--- src/rtl/pixel_window_feeder.sv ---
// Raster pixel stream to stride-1 2x2 window feeder with one-row line buffer.
// Windows are registered and held under consumer backpressure.
module pixel_window_feeder #(
    parameter int IMG_W = 6,
    parameter int IMG_H = 6
) (
    input  logic            clk,
    input  logic            rst,
    input  logic            start,
    input  logic [7:0]      pix_in,
    input  logic            pix_valid,
    output logic            pix_ready,
    output logic [3:0][7:0] pixels,
    output logic            win_valid,
    input  logic            win_ready,
    output logic            win_last,
    output logic            busy,
    output logic            frame_done
);

    // Handshake: pix_in moves on pix_valid && pix_ready, a window moves on
    // win_valid && win_ready; neither valid waits on its own ready.
    localparam int CW = (IMG_W > 2) ? $clog2(IMG_W) : 1;
    localparam int RW = (IMG_H > 2) ? $clog2(IMG_H) : 1;

    typedef enum logic [1:0] {IDLE, FILL, STREAM, DONE} state_t;

    state_t         state_q;
    state_t         state_d;
    logic [CW-1:0]  col;
    logic [RW-1:0]  row;
    logic [7:0]     lb [IMG_W];
    logic [7:0]     prev_pix;
    logic [7:0]     top_prev;
    logic           all_in;
    logic           accept;
    logic           take;
    logic           col_last;
    logic           row_last;
    logic           has_window;

    assign accept     = pix_valid && pix_ready;
    assign take       = win_valid && win_ready;
    assign col_last   = (col == CW'(IMG_W - 1));
    assign row_last   = (row == RW'(IMG_H - 1));
    assign has_window = accept && (row != '0) && (col != '0);

    always_ff @(posedge clk) begin
        if (rst) begin
            state_q <= IDLE;
        end else begin
            state_q <= state_d;
        end
    end

    always_comb begin
        state_d = state_q;
        case (state_q)
            IDLE:   if (start) state_d = FILL;
            FILL:   if (accept && (row == RW'(1)) && (col == '0)) state_d = STREAM;
            STREAM: if (take && win_last) state_d = DONE;
            DONE:   state_d = IDLE;
            default: state_d = IDLE;
        endcase
    end

    always_comb begin
        busy       = (state_q == FILL) || (state_q == STREAM);
        frame_done = (state_q == DONE);
        pix_ready  = busy && (!win_valid || win_ready) && !all_in;
    end

    // Line buffer contents need no reset: a column is always written before it is read.
    always_ff @(posedge clk) begin
        if (accept) begin
            lb[col] <= pix_in;
        end
    end

    // top_prev keeps the row-above value of the previous column, which the
    // buffer has already overwritten by the time the next pixel arrives.
    always_ff @(posedge clk) begin
        if (rst) begin
            col       <= '0;
            row       <= '0;
            all_in    <= 1'b0;
            prev_pix  <= '0;
            top_prev  <= '0;
            pixels    <= '0;
            win_valid <= 1'b0;
            win_last  <= 1'b0;
        end else begin
            if ((state_q == IDLE) && start) begin
                col    <= '0;
                row    <= '0;
                all_in <= 1'b0;
            end
            if (accept) begin
                prev_pix <= pix_in;
                top_prev <= lb[col];
                if (col_last) begin
                    col <= '0;
                    if (row_last) begin
                        row    <= '0;
                        all_in <= 1'b1;
                    end else begin
                        row <= row + 1'b1;
                    end
                end else begin
                    col <= col + 1'b1;
                end
            end
            if (has_window) begin
                pixels    <= {pix_in, prev_pix, lb[col], top_prev};
                win_valid <= 1'b1;
                win_last  <= row_last && col_last;
            end else if (take) begin
                win_valid <= 1'b0;
                win_last  <= 1'b0;
            end
        end
    end

endmodule

--- config.mk ---
export PLATFORM = sky130hd
export DESIGN_NAME = pixel_window_feeder
export DESIGN_NICKNAME = d
export VERILOG_FILES = /design/src/rtl/pixel_window_feeder.sv
export SDC_FILE = /design/constraint.sdc
export NUM_CORES = 1
export LEC_CHECK = 0
export BUFFER_PORTS_ARGS = -buffer_cell sky130_fd_sc_hd__buf_2
export CAP_MARGIN = 10
export CORE_ASPECT_RATIO = 1.1
export CORE_MARGIN = 5
export CORE_UTILIZATION = 55
export CTS_BUF_LIST = sky130_fd_sc_hd__clkbuf_4
export CTS_CLUSTER_SIZE = 40
export DETAILED_ROUTE_END_ITERATION = 7
export HOLD_SLACK_MARGIN = 0.08
export PLACE_DENSITY_LB_ADDON = 0.2
export SYNTH_ARGS = -nofsm -noshare
export SYNTH_HDL_FRONTEND = slang
export SYNTH_SLANG_ARGS = --single-unit
--- constraint.sdc ---
create_clock -name clk -period 6.6 [get_ports clk]
set_input_delay 0 -clock clk [delete_from_list [all_inputs] [get_ports clk]]
set_output_delay 0 -clock clk [all_outputs]
set_load 0.02 [all_outputs]
==> results.txt, run 1 <==
----------------------------------------------------
[Routing]
  Drt initial violations ... 173
  Count of vias placed by the detailed router ... 3036
  Detail-routed net length per standard cell ... ~16 µm
  Routed vias/inst ... between 5 and 6
  Antenna violation net count after detailed routing ... 0
  Total Routed Length ... about 8700 µm
  Number of detailed-routing iterations run before antenna repair ... 5
  Remaining DRCs ... 0

[CTS]
  Clock sinks ... 110
  Longest Clk Path Bufs ... 2
  Clock tree from TritonCTS ... done
  Clock root buffer ... sky130_fd_sc_hd__clkbuf_4
  Clock insertion delay at the later pin of the skew report ... between 400 and 500 ps
  H-tree depth ... 3
  Clock-pin transition on the worst setup and hold timing paths ... 150 ps
  Total CTS buffers ... 9

[Placement]
  Number of buffers inserted by port buffering ... 49
  Detailed placement HPWL ... 5630 µm
  Routability-driven placement congestion ratio ... 0.772

[Floorplanning]
  IO Pins ... 50
  Core box area ... ~8000 µm²
  Initial Utilization ... 56.1%
  Die X ... 95.7 µm
  Vertical die dimension ... 104 µm
  Area of the die ... ~10000 µm²
  Standard-cell row count ... 34

[Global route]
  Vias in the first global route ... 2774
  Global route total overflow ... 0
  Largest net degree at the start of global routing ... 66
  Initial antenna violation count ... 0
  Aggregate global-route resource usage ... 18.1%
  First-pass GRT wire length ... ~14000 µm

[Logic synthesis]
  Netlist area before placement ... 4440 µm²
  Fraction of synthesized cell area taken by the top area cell type ... roughly 32%
  Yosys warning total ... 0
  Distinct cells, synth ... 38
  Post-synthesis cell count ... 385
  Post-synthesis area per instance ... 11.5 µm²
  Total of flip-flops plus latches after synthesis ... 110
  Most area-hungry cell type in the Yosys netlist ... sky130_fd_sc_hd__edfxtp_1
  Post-synth net total ... 403
  Fraction of the yosys area taken by sequential cells ... between 60% and 70%
  Top cells by area in the synthesized netlist ... sky130_fd_sc_hd__edfxtp_1 (32%), sky130_fd_sc_hd__dfxtp_1 (28%), sky130_fd_sc_hd__a21oi_1 (5.3%), sky130_fd_sc_hd__mux4_2 (4.1%), sky130_fd_sc_hd__mux2_4 (3.4%)

[Critical path]
  Critical path start-end classification ... flip-flop to flip-flop
  Launching element type of the critical path ... flip-flop
  Register-to-register setup slack ... 2940 ps
  Kind of capture point of the worst setup path ... flip-flop
  Critical path fanouts, max ... a little under 60
  Max incr delay on CP ... 990 ps
  Required time at the endpoint of the critical path ... 6670 ps
  CP Cell Sequence ... inv_1, ha_1, nor2b_1, and3_2, nand2b_1, nor3b_1
  Critical path arrival ... between 3000 and 4000 ps
  Worst path slowest cell ... sky130_fd_sc_hd__nor3b_1

[Power and ir drop]
  Combinational share of power ... 24.9%
  Internal power of the cells ... 0.988 mW
  Largest vdd supply drop ... 178 µV
  Overall power ... 1.47 mW
  Clk pwr share ... approximately 20%
  Switching power ... roughly 0.48 mW
  Power density over the cells ... 297 nW/µm²
  Switch share ... 32.7%
  Sequential share of power ... 54.8%
  Leak pwr ... 1.73 nW

[Cells and area]
  Antenna diode instance count ... 0
  Layout Area Growth over Synthesis ... 11.2%
  Layout cell share with drive strength beyond 1 ... approximately a quarter
  Commonest cells after routing, fill and taps aside ... sky130_fd_sc_hd__dfxtp_1 (62), sky130_fd_sc_hd__buf_2 (49), sky130_fd_sc_hd__edfxtp_1 (48)
  Final-stage net count ... around 450
  Most common cell after layout, fill and taps aside ... sky130_fd_sc_hd__dfxtp_1

[Timing]
  Clock Skews ... roughly 24 ps
  Maximum clock frequency ... 0.273 GHz
  Min Tclk post-route ... 3660 ps
  Final setup violation count ... 0
  Measured slew at the worst slew-check pin ... 1170 ps
  Unrepaired setup endpoints after global routing ... false
  Summed negative setup slack over all endpoints ... 0 ps
  Fin crit share ... 55.5%
  Max_slew headroom ... ~22%
  Final max-slew violation count ... 0
  Final hold violation count ... 0

[Job]
  Number of max-capacitance violations reported ... 0

[Min path]
  Type of the worst min-delay path ... primary input to flip-flop

[Status]
  Outcome ... completed

----------------------------------------------------
==> timing repair <==
| action | CTS | global route |
|---|---|---|
| setup buffers | 0 | 0 |
| resized for setup | 0 | 0 |
| hold endpoints to repair | 76 | 0 |
| hold buffers | 11 | 0 |
==> final timing paths <==
path	start	endpoint	cells after the start
worst min register to register	top_prev[2]$_SDFFE_PP0P_	pixels[2]$_SDFFE_PP0P_	2
worst max-delay path	state_q[0]$_SDFFE_PP0P_	lb[4][4]$_DFFE_PP_	6
worst max register to register	state_q[0]$_SDFFE_PP0P_	lb[4][4]$_DFFE_PP_	6
worst min-delay path	rst	row[0]$_SDFF_PP0_	2
==> layout make-up <==
cell class | count | area [µm²]
multi-input cells | 241 | 1610
clock inverters | 5 | 36.3
repair buffers | 62 | 378
well taps | 108 | 135
flip-flops and latches | 110 | 2680
clock buffers | 11 | 82.6
inverters | 3 | 11.3
fillers | 659 | 2980
==> metrics by stage <==
stage	instance area [µm²]	cells	setup WS, ps	util (%)	hold WS, ps
after global placement	4690	512	3060	59.3	314
after global routing	4940	540	2560	62.4	306
after CTS	4920	539	2920	62.2	258
after floorplan	4440	385	4070	-	98.9
final	4940	540	2940	62.4	271
after detailed placement	4690	512	2940	59.3	314
==> power by group through the flow <==
stage / clock (mW) / combinational, mW / sequential (mW)
floorplan: 0 / 0.304 / 0.801
global placement: 0 / 0.356 / 0.818
detailed placement: 0 / 0.360 / 0.820
CTS: 0.303 / 0.366 / 0.805
global route: 0.333 / 0.405 / 0.812
finish: 0.297 / 0.366 / 0.804
==> flip-flops by register name, summed over array words and instances, names as in the netlist, named ones only <==
name	cells
prev_pix	8
row	3
state_q	2
pixels	32
all_in	1
top_prev	8
lb	48
win_valid	1
win_last	1
col	3
==> Yosys cell counts <==
cell type                  number
sky130_fd_sc_hd__edfxtp_1      48
sky130_fd_sc_hd__ha_1           5
sky130_fd_sc_hd__or3_4          1
sky130_fd_sc_hd__nand4b_1       1
sky130_fd_sc_hd__mux2i_1        3
sky130_fd_sc_hd__nor3_2         7
sky130_fd_sc_hd__o21ai_1        1
sky130_fd_sc_hd__a31oi_1        2
sky130_fd_sc_hd__mux4_2         8
sky130_fd_sc_hd__o311ai_0       2
sky130_fd_sc_hd__nor3_1        18
sky130_fd_sc_hd__o211ai_1       1
sky130_fd_sc_hd__and4_1         1
sky130_fd_sc_hd__o31a_1         1
sky130_fd_sc_hd__and2_1         3
sky130_fd_sc_hd__nor2b_1        7
sky130_fd_sc_hd__dfxtp_1       62
sky130_fd_sc_hd__nand2b_1       2
sky130_fd_sc_hd__buf_1          1
sky130_fd_sc_hd__mux2_2         6
sky130_fd_sc_hd__buf_2          9
sky130_fd_sc_hd__and3_1         1
sky130_fd_sc_hd__mux2_4        10
sky130_fd_sc_hd__nor3b_1        4
sky130_fd_sc_hd__clkbuf_1      19
sky130_fd_sc_hd__o31ai_4        1
sky130_fd_sc_hd__inv_1          3
sky130_fd_sc_hd__nor2_1        23
sky130_fd_sc_hd__o21ai_0       24
sky130_fd_sc_hd__a41oi_1        1
sky130_fd_sc_hd__nand4_1        3
sky130_fd_sc_hd__a21oi_1       47
sky130_fd_sc_hd__nand2_1       26
sky130_fd_sc_hd__and3b_1        1
sky130_fd_sc_hd__nand3_1       28
sky130_fd_sc_hd__a311oi_1       2
sky130_fd_sc_hd__nand3b_1       1
sky130_fd_sc_hd__buf_6          2
==> logic make-up (layout without fill, tap and decap cells) <==
kind of cell | Yosys count | in the layout | share of synthesized area [%]
adders and majority gates | 5 | 5 | 1.41
and+or+nand+nor | 127 | 127 | 14.8
AOI/OAI and AO/OA | 82 | 82 | 10.2
muxes | 27 | 27 | 9.64
buffers and inverters | 34 | 81 | 3.47
DFF | 110 | 110 | 60.4
==> metal layers <==
layer  up-vias  wire length (µm)  GRT usage [%]
li1       1477                 -              -
met1      1474              3730           24.6
met2        78              4530           29.2
met3         7               377           3.76
met4         0                91           5.18
met5         -                 0              0
==> critical path: cells and delay by family, from the launching register on <==
| family | cells | cell delay (ps) |
|---|---|---|
| adder cells (fa/ha/maj) | 1 | 330 |
| buffers and inverters | 1 | 100 |
| flip-flops | 1 | 410 |
| AND/OR/NAND/NOR | 4 | 2460 |
No activity file was read; power rests on OpenSTA's default activity.
==> run 2, diff against run 1 <==
--- a/config.mk
+++ b/config.mk
@@ -5,11 +5,12 @@
 export SDC_FILE = /design/constraint.sdc
 export NUM_CORES = 1
 export LEC_CHECK = 0
+export ABC_AREA = 1
 export BUFFER_PORTS_ARGS = -buffer_cell sky130_fd_sc_hd__buf_2
 export CAP_MARGIN = 10
 export CORE_ASPECT_RATIO = 1.1
 export CORE_MARGIN = 5
-export CORE_UTILIZATION = 55
+export CORE_UTILIZATION = 54
 export CTS_BUF_LIST = sky130_fd_sc_hd__clkbuf_4
 export CTS_CLUSTER_SIZE = 40
 export DETAILED_ROUTE_END_ITERATION = 7
==> constraint.sdc (replaced) <==
create_clock -name clk -period 3 [get_ports clk]
set_input_delay 0 -clock clk [delete_from_list [all_inputs] [get_ports clk]]
set_output_delay 0 -clock clk [all_outputs]
set_load 0.02 [all_outputs]
==> results.txt, run 2 <==
----------------------------------------------------
[Status]
  Outcome ... completed

[Logic synthesis]
  Post-synth ARST share ... 0% (unchanged)
  Most used DFF post-synth ... sky130_fd_sc_hd__dfxtp_1
  Mux share of post-synthesis cell area ... 0% (-9.6 points)
  Distinct cells, synth ... 33 (-13%)
  Post-synthesis area per instance ... 9.85 µm² (-15%)
  Fraction of synthesized cell area taken by the top area cell type ... 33.5% (+1.0 points)
  Post-synth top cells ... sky130_fd_sc_hd__nand2_1 (66), sky130_fd_sc_hd__dfxtp_1 (62), sky130_fd_sc_hd__edfxtp_1 (48)
  EDFF count, synth ... 48 (unchanged)
  Netlist area before placement ... 4300 µm² (-3.1%)
  Total of flip-flops plus latches after synthesis ... 110 (unchanged)
  Most area-hungry cell type in the Yosys netlist ... sky130_fd_sc_hd__edfxtp_1
  Count leader, synth ... sky130_fd_sc_hd__nand2_1
  Top cells by area in the synthesized netlist ... sky130_fd_sc_hd__edfxtp_1 (33%), sky130_fd_sc_hd__dfxtp_1 (29%), sky130_fd_sc_hd__nand2_1 (5.8%), sky130_fd_sc_hd__o21ai_0 (5.4%), sky130_fd_sc_hd__nor2_1 (4.1%)
  Post-synth net total ... 455 (+13%)
  Fraction of the mapped netlist area in compound gates ... 13.1% (+2.9 points)
  Combinational family with the most area after synthesis ... simple AND/OR/NAND/NOR gates
  Yosys warning total ... 0 (unchanged)
  Simple-gate area share of the yosys netlist ... 16.2% (+1.3 points)
  Xor/xnor share of the synthesized area ... 0% (unchanged)
  Share of synthesized cell area in full adder, half adder and majority cells ... 1.45% (+0.045 points)
  Fraction of the yosys area taken by sequential cells ... 62.3% (+1.9 points)
  Post-synthesis cell count ... 437 (+14%)

[Power and ir drop]
  Switching power ... 1.06 mW (+120%)
  Clk pwr share ... 21.1% (+0.8 points)
  Combinational share of power ... 23.5% (-1.4 points)
  Overall power ... 3.20 mW (+120%)
  Internal power of the cells ... 2.14 mW (+120%)
  Switch share ... 33.2% (+0.55 points)
  Sequential share of power ... 55.4% (+0.6 points)
  Power density over the cells ... 662 nW/µm² (+120%)
  Largest vdd supply drop ... 423 µV (+140%)
  Leak pwr ... 2.02 nW (+17%)

[Global route]
  Vias in the first global route ... 2958 (+6.6%)
  Aggregate global-route resource usage ... 18.7% (+0.55 points)
  Global route total overflow ... 0 (unchanged)
  First-pass GRT wire length ... 14300 µm (+2.6%)
  Largest net degree at the start of global routing ... 43 (-35%)
  Initial antenna violation count ... 0 (unchanged)

[Routing]
  Drt initial violations ... 181 (+4.6%)
  Count of vias placed by the detailed router ... 3133 (+3.2%)
  Routed vias/inst ... 5.15 (-8.3%)
  Total Routed Length ... 8730 µm (+0.13%)
  Antenna violation net count after detailed routing ... 0 (unchanged)
  Number of detailed-routing iterations run before antenna repair ... 4 (-1)
  Detail-routed net length per standard cell ... 14.4 µm (-11%)
  Remaining DRCs ... 0 (unchanged)

[Floorplanning]
  IO Pins ... 50 (unchanged)
  Die X ... 95.1 µm (-0.59%)
  Area of the die ... 9860 µm² (-1.2%)
  Initial Utilization ... 55.0% (-1.1 points)
  Vertical die dimension ... 104 µm (-0.59%)
  Standard-cell row count ... 34 (unchanged)
  Core box area ... 7830 µm² (-1.1%)

[Job]
  Number of max-capacitance violations reported ... 0 (unchanged)

[Timing]
  Unrepaired setup endpoints after global routing ... false
  Final setup violation count ... 0 (unchanged)
  Fin crit share ... 88.2% (+33 points)
  Final max-slew violation count ... 0 (unchanged)
  Summed negative setup slack over all endpoints ... 0 ps (unchanged)
  Final hold violation count ... 0 (unchanged)
  Max_slew headroom ... 52.4% (+30 points)
  Worst hold slack ... 358 ps (+86.7 ps)
  Measured slew at the worst slew-check pin ... 711 ps (-455 ps)
  Clock Skews ... 28.7 ps (+4.61 ps)
  Maximum clock frequency ... 0.378 GHz (+38%)
  Least setup slack across all paths after layout ... 355 ps (-2580 ps)
  Min Tclk post-route ... 2650 ps (-1020 ps)

[Cells and area]
  Layout cell share with drive strength beyond 1 ... 17.0% (-6.6 points)
  Max FFs per register ... 48 (unchanged)
  Number of fill cells in the layout ... 702 (+6.5%)
  Final-stage net count ... 513 (+15%)
  Layout Area Growth over Synthesis ... 12.4%
  Most flops, register ... lb
  Most common cell after layout, fill and taps aside ... sky130_fd_sc_hd__nand2_1
  Antenna diode instance count ... 0 (unchanged)
  Share of the core filled with cells in the final layout ... 61.8% (-0.60 points)
  Largest regs ... lb: 48 flops, pixels: 32 flops
  Commonest cells after routing, fill and taps aside ... sky130_fd_sc_hd__nand2_1 (66), sky130_fd_sc_hd__dfxtp_1 (62), sky130_fd_sc_hd__buf_2 (49)

[Min path]
  Type of the worst min-delay path ... primary input to flip-flop
  Worst hold path depth ... 2 (unchanged)

[Critical path]
  Max incr delay on CP ... 560 ps (-430 ps)
  Kind of capture point of the worst setup path ... flip-flop
  Cell repeated most along the worst path ... sky130_fd_sc_hd__inv_1
  Critical path fanouts, max ... 42 (-28%)
  Worst-case reg-to-reg path depth ... 10 (+4)
  CP Cell Sequence ... inv_1, ha_1, inv_1, nor2_4, nand3_4, nor2_8, inv_4, nand3_1, a21oi_1, dlygate4sd3_1
  Critical path arrival ... 3010 ps (-720 ps)
  Critical path start-end classification ... flip-flop to flip-flop
  Critical path buffer and inverter count ... 4 (+3)
  Kind of cell adding the most delay to the critical path ... buffers and inverters
  Worst path slowest cell ... sky130_fd_sc_hd__dlygate4sd3_1
  Launching element type of the critical path ... flip-flop
  Path length in cells of the critical path ... 10 (+4)
  Required time at the endpoint of the critical path ... 3370 ps (-3300 ps)

[CTS]
  Clock insertion delay at the later pin of the skew report ... 460 ps (about the same)
  Longest Clk Path Bufs ... 2 (unchanged)
  Clock sinks ... 110 (unchanged)
  H-tree depth ... 3 (unchanged)
  Total CTS buffers ... 9 (unchanged)
  Number of buffers inserted to repair setup after CTS ... 0 (unchanged)
  Clock tree from TritonCTS ... done
  Clock root buffer ... sky130_fd_sc_hd__clkbuf_4
  Clock-pin transition on the worst setup and hold timing paths ... 180 ps (+30 ps)
  Count of instances resized after the clock tree is built ... 0 (unchanged)

[Placement]
  Routability-driven placement congestion ratio ... 0.852 (+10%)
  Number of buffers inserted by port buffering ... 49 (unchanged)
  Detailed placement HPWL ... 5980 µm (+6.2%)
  Worst setup slack before clock tree synthesis ... 728 ps (-2210 ps)

----------------------------------------------------
## run 2: changes by cell type after synthesis, moves of 13 or more
| cell | before | now |
|---|---|---|
| sky130_fd_sc_hd__a21oi_1 | 47 | 34 |
| sky130_fd_sc_hd__clkbuf_1 | 19 | 5 |
| sky130_fd_sc_hd__inv_1 | 3 | 36 |
| sky130_fd_sc_hd__nand2_1 | 26 | 66 |
| sky130_fd_sc_hd__nor2_1 | 23 | 47 |
| sky130_fd_sc_hd__nor3_1 | 18 | 1 |
| sky130_fd_sc_hd__o21ai_0 | 24 | 46 |
## run 2: timing repair
item,4_1_cts,5_1_grt
endpoints found under the hold margin,84,0
hold buffers,14,0
endpoints found under the setup margin,0,0
## run 2: layout make-up
class                   instances  area (µm²)  area share (%)
well taps                     108         135            2.79
clock inverters                 7        55.1            1.14
multi-input cells             267        1320            27.3
repair buffers                 68         423            8.75
inverters                      39         150            3.10
flip-flops and latches        110        2680            55.5
clock buffers                   9        67.6            1.40
## run 2: cells by family after synthesis
logic type | Yosys count
AOI/OAI and AO/OA | 105
adders and majority gates | 5
buffers and inverters | 60
DFF | 110
and+or+nand+nor | 157
## run 2: through the flow
| stage | std cells | area (µm²) |
|---|---|---|
| 3_5_place_dp | 578 | 4570 |
| 5_1_grt | 608 | 4840 |
| 2_1_floorplan | 437 | 4300 |
| 6_report | 608 | 4840 |
| 3_3_place_gp | 578 | 4570 |
| 4_1_cts | 608 | 4840 |
## run 2: final timing paths
path	start	endpoint	slack (ps)
max	state_q[0]$_SDFFE_PP0P_	win_last$_SDFFE_PP0P_	350
min	pix_in[0]	lb[4][0]$_DFFE_PP_	360
max reg2reg	state_q[0]$_SDFFE_PP0P_	win_last$_SDFFE_PP0P_	350
min reg2reg	prev_pix[2]$_SDFFE_PP0P_	pixels[18]$_SDFFE_PP0P_	460
## run 2: power by group through the flow
| stage | clock, mW | combinational [mW] | sequential [mW] |
|---|---|---|---|
| floorplan | 0 | 0.568 | 1.79 |
| global placement | 0 | 0.729 | 1.81 |
| detailed placement | 0 | 0.746 | 1.81 |
| CTS | 0.689 | 0.759 | 1.78 |
| global route | 0.739 | 0.847 | 1.79 |
| finish | 0.675 | 0.751 | 1.77 |
## run 2: metal layers
metal | part of all wire, % | wire (µm) | global-route usage, % | vias to the layer above
li1 | - | - | - | 1582
met1 | 43 | 3770 | 23.1 | 1472
met2 | 51 | 4430 | 31.3 | 62
met3 | 3.8 | 333 | 3.48 | 17
met4 | 2.3 | 203 | 8.04 | 0
met5 | 0 | 0 | 0 | -
==> run 3, diff against run 2 <==
--- a/config.mk
+++ b/config.mk
@@ -10,7 +10,7 @@
 export CAP_MARGIN = 10
 export CORE_ASPECT_RATIO = 1.1
 export CORE_MARGIN = 5
-export CORE_UTILIZATION = 54
+export CORE_UTILIZATION = 50
 export CTS_BUF_LIST = sky130_fd_sc_hd__clkbuf_4
 export CTS_CLUSTER_SIZE = 40
 export DETAILED_ROUTE_END_ITERATION = 7
==> results.txt, run 3 (synthesis gave the netlist of run 2 again) <==
----------------------------------------------------
[Status]
  Outcome ... completed

[Critical path]
  Critical path arrival ... 3210 ps (+200 ps)
  Critical path start-end classification ... flip-flop to flip-flop
  Kind of capture point of the worst setup path ... flip-flop
  Worst-case reg-to-reg path depth ... 10 (unchanged)
  Critical path fanouts, max ... 11 (-74%)
  Required time at the endpoint of the critical path ... 3440 ps (+70 ps)
  Launching element type of the critical path ... flip-flop
  Register-to-register setup slack ... 220 ps (-130 ps)

[Power and ir drop]
  Leak pwr ... 2.04 nW (+1.0%)
  Largest vdd supply drop ... 357 µV (-16%)
  Power density over the cells ... 678 nW/µm² (+2.5%)
  Overall power ... 3.32 mW (+3.9%)

[Timing]
  Maximum clock frequency ... 0.360 GHz (-4.7%)
  Final max-slew violation count ... 0 (unchanged)
  Final setup violation count ... 0 (unchanged)
  Clock Skews ... 23.8 ps (-4.89 ps)
  Worst hold slack ... 370 ps (+12.3 ps)
  Fin crit share ... 92.6% (+4.4 points)
  Measured slew at the worst slew-check pin ... 675 ps (-35.6 ps)
  Max_slew headroom ... 54.8% (+2.4 points)
  Final hold violation count ... 0 (unchanged)
  Summed negative setup slack over all endpoints ... 0 ps (unchanged)
  Min Tclk post-route ... 2780 ps (+132 ps)
  Unrepaired setup endpoints after global routing ... false
  Least setup slack across all paths after layout ... 223 ps (-132 ps)

[Cells and area]
  Max FFs per register ... 48 (unchanged)
  Layout cell share with drive strength beyond 1 ... 17.1% (+0.063 points)
  Fin area ... 4900 µm² (+1.4%)
  Most common cell after layout, fill and taps aside ... sky130_fd_sc_hd__nand2_1
  Number of fill cells in the layout ... 742 (+5.7%)
  Antenna diode instance count ... 0 (unchanged)
  Commonest cells after routing, fill and taps aside ... sky130_fd_sc_hd__nand2_1 (66), sky130_fd_sc_hd__dfxtp_1 (62), sky130_fd_sc_hd__buf_2 (49)
  Layout Area Growth over Synthesis ... 14.0%
  Most flops, register ... lb
  Final-stage net count ... 517 (+0.78%)
  Largest regs ... lb: 48 flops, pixels: 32 flops

[Global route]
  Initial antenna violation count ... 0 (unchanged)
  Global route total overflow ... 0 (unchanged)
  Largest net degree at the start of global routing ... 43 (unchanged)
  First-pass GRT wire length ... 14400 µm (+0.68%)
  Vias in the first global route ... 3012 (+1.8%)
  Aggregate global-route resource usage ... 17.2% (-1.5 points)

[Routing]
  Routed vias/inst ... 5.13 (-0.54%)
  Remaining DRCs ... 0 (unchanged)
  Drt initial violations ... 152 (-16%)
  Total Routed Length ... 9150 µm (+4.8%)
  Antenna violation net count after detailed routing ... 0 (unchanged)
  Number of detailed-routing iterations run before antenna repair ... 4 (unchanged)
  Count of vias placed by the detailed router ... 3152 (+0.61%)
  Detail-routed net length per standard cell ... 14.9 µm (+3.6%)

[Floorplanning]
  Initial Utilization ... 51.2% (-3.8 points)
  Standard-cell row count ... 35 (+2.9%)
  Vertical die dimension ... 107 µm (+3.5%)
  Area of the die ... 10600 µm² (+7.2%)
  Core box area ... 8410 µm² (+7.4%)
  Die X ... 98.5 µm (+3.5%)
  IO Pins ... 50 (unchanged)

[Min path]
  Worst hold path depth ... 2 (unchanged)
  Type of the worst min-delay path ... primary input to flip-flop

[Placement]
  Worst setup slack before clock tree synthesis ... 758 ps (+30.1 ps)
  Detailed placement HPWL ... 5770 µm (-3.6%)
  Number of buffers inserted by port buffering ... 49 (unchanged)
  Routability-driven placement congestion ratio ... 0.807 (-5.3%)
  Placement-stage cell area ... 4580 µm² (about the same)

[CTS]
  Total CTS buffers ... 9 (unchanged)
  Clock sinks ... 110 (unchanged)
  Number of buffers inserted to repair setup after CTS ... 0 (unchanged)
  H-tree depth ... 3 (unchanged)
  Clock root buffer ... sky130_fd_sc_hd__clkbuf_4
  Clock insertion delay at the later pin of the skew report ... 470 ps (about the same)
  Count of instances resized after the clock tree is built ... 0 (unchanged)
  Clock-pin transition on the worst setup and hold timing paths ... 180 ps (about the same)
  Longest Clk Path Bufs ... 2 (unchanged)
  Clock tree from TritonCTS ... done

[Job]
  Number of max-capacitance violations reported ... 0 (unchanged)

----------------------------------------------------
[run 3: cell count changes in the layout (fill, tap and decap cells not counted)]
cell                            previous run  this run
sky130_fd_sc_hd__clkinv_4                  3         0
sky130_fd_sc_hd__dlygate4sd3_1            14        16
sky130_fd_sc_hd__nor2_4                    2         4
sky130_fd_sc_hd__bufinv_16                 0         1
sky130_fd_sc_hd__clkinv_1                  0         1
sky130_fd_sc_hd__clkinv_2                  2         1
sky130_fd_sc_hd__inv_6                     2         3
sky130_fd_sc_hd__inv_8                     0         1
[run 3: final cells by class]
type                    count  area [µm²]  share of cell area [%]
flip-flops and latches    110        2680                    54.7
repair buffers             70         443                    9.03
clock buffers               9        67.6                    1.38
multi-input cells         269        1350                    27.4
clock inverters             7        77.6                    1.58
well taps                 111         139                    2.83
inverters                  39         150                    3.06
[run 3: path summary, 6_finish.rpt]
check                            from                 endpoint
min reg2reg  prev_pix[7]$_SDFFE_PP0P_  pixels[23]$_SDFFE_PP0P_
min                         pix_in[0]       lb[5][0]$_DFFE_PP_
max reg2reg   state_q[0]$_SDFFE_PP0P_  pixels[25]$_SDFFE_PP0P_
max           state_q[0]$_SDFFE_PP0P_  pixels[25]$_SDFFE_PP0P_
[run 3: metrics by stage]
step | utilization [%] | std cells
after detailed placement | 54.4 | 581
after floorplan | - | 437
after CTS | 58.1 | 613
after global routing | 58.3 | 615
final | 58.3 | 615
after global placement | 54.4 | 581
[run 3: metal layers]
| metal | track usage (%) | up-vias | routed length (µm) |
|---|---|---|---|
| met5 | 0 | - | 0 |
| met3 | 4.08 | 14 | 394 |
| li1 | - | 1590 | - |
| met2 | 29.5 | 69 | 4440 |
| met1 | 20.8 | 1479 | 4110 |
| met4 | 6.93 | 0 | 204 |
[run 3: repair_timing]
action                                  in CTS  in global routing
endpoints found under the setup margin       0                  1
hold buffers                                16                  0
hold endpoints to repair                    88                  0
[run 3: critical path: stages, from the launching register on]
cell and delay, ps:
sky130_fd_sc_hd__dfxtp_1 420, sky130_fd_sc_hd__inv_1 100, sky130_fd_sc_hd__ha_1 300, sky130_fd_sc_hd__inv_1 70
sky130_fd_sc_hd__nor2_4 110, sky130_fd_sc_hd__nand3_4 180, sky130_fd_sc_hd__nor2_8 260, sky130_fd_sc_hd__nand2_1 70
sky130_fd_sc_hd__dlygate4sd3_1 560, sky130_fd_sc_hd__a21oi_1 130, sky130_fd_sc_hd__dlygate4sd3_1 550
[run 3: where the power goes]
group	internal, mW	switching (mW)	total, mW
clock network	0.268	0.508	0.776
registers	1.71	0.0623	1.77
logic	0.249	0.525	0.774
total	2.23	1.10	3.32
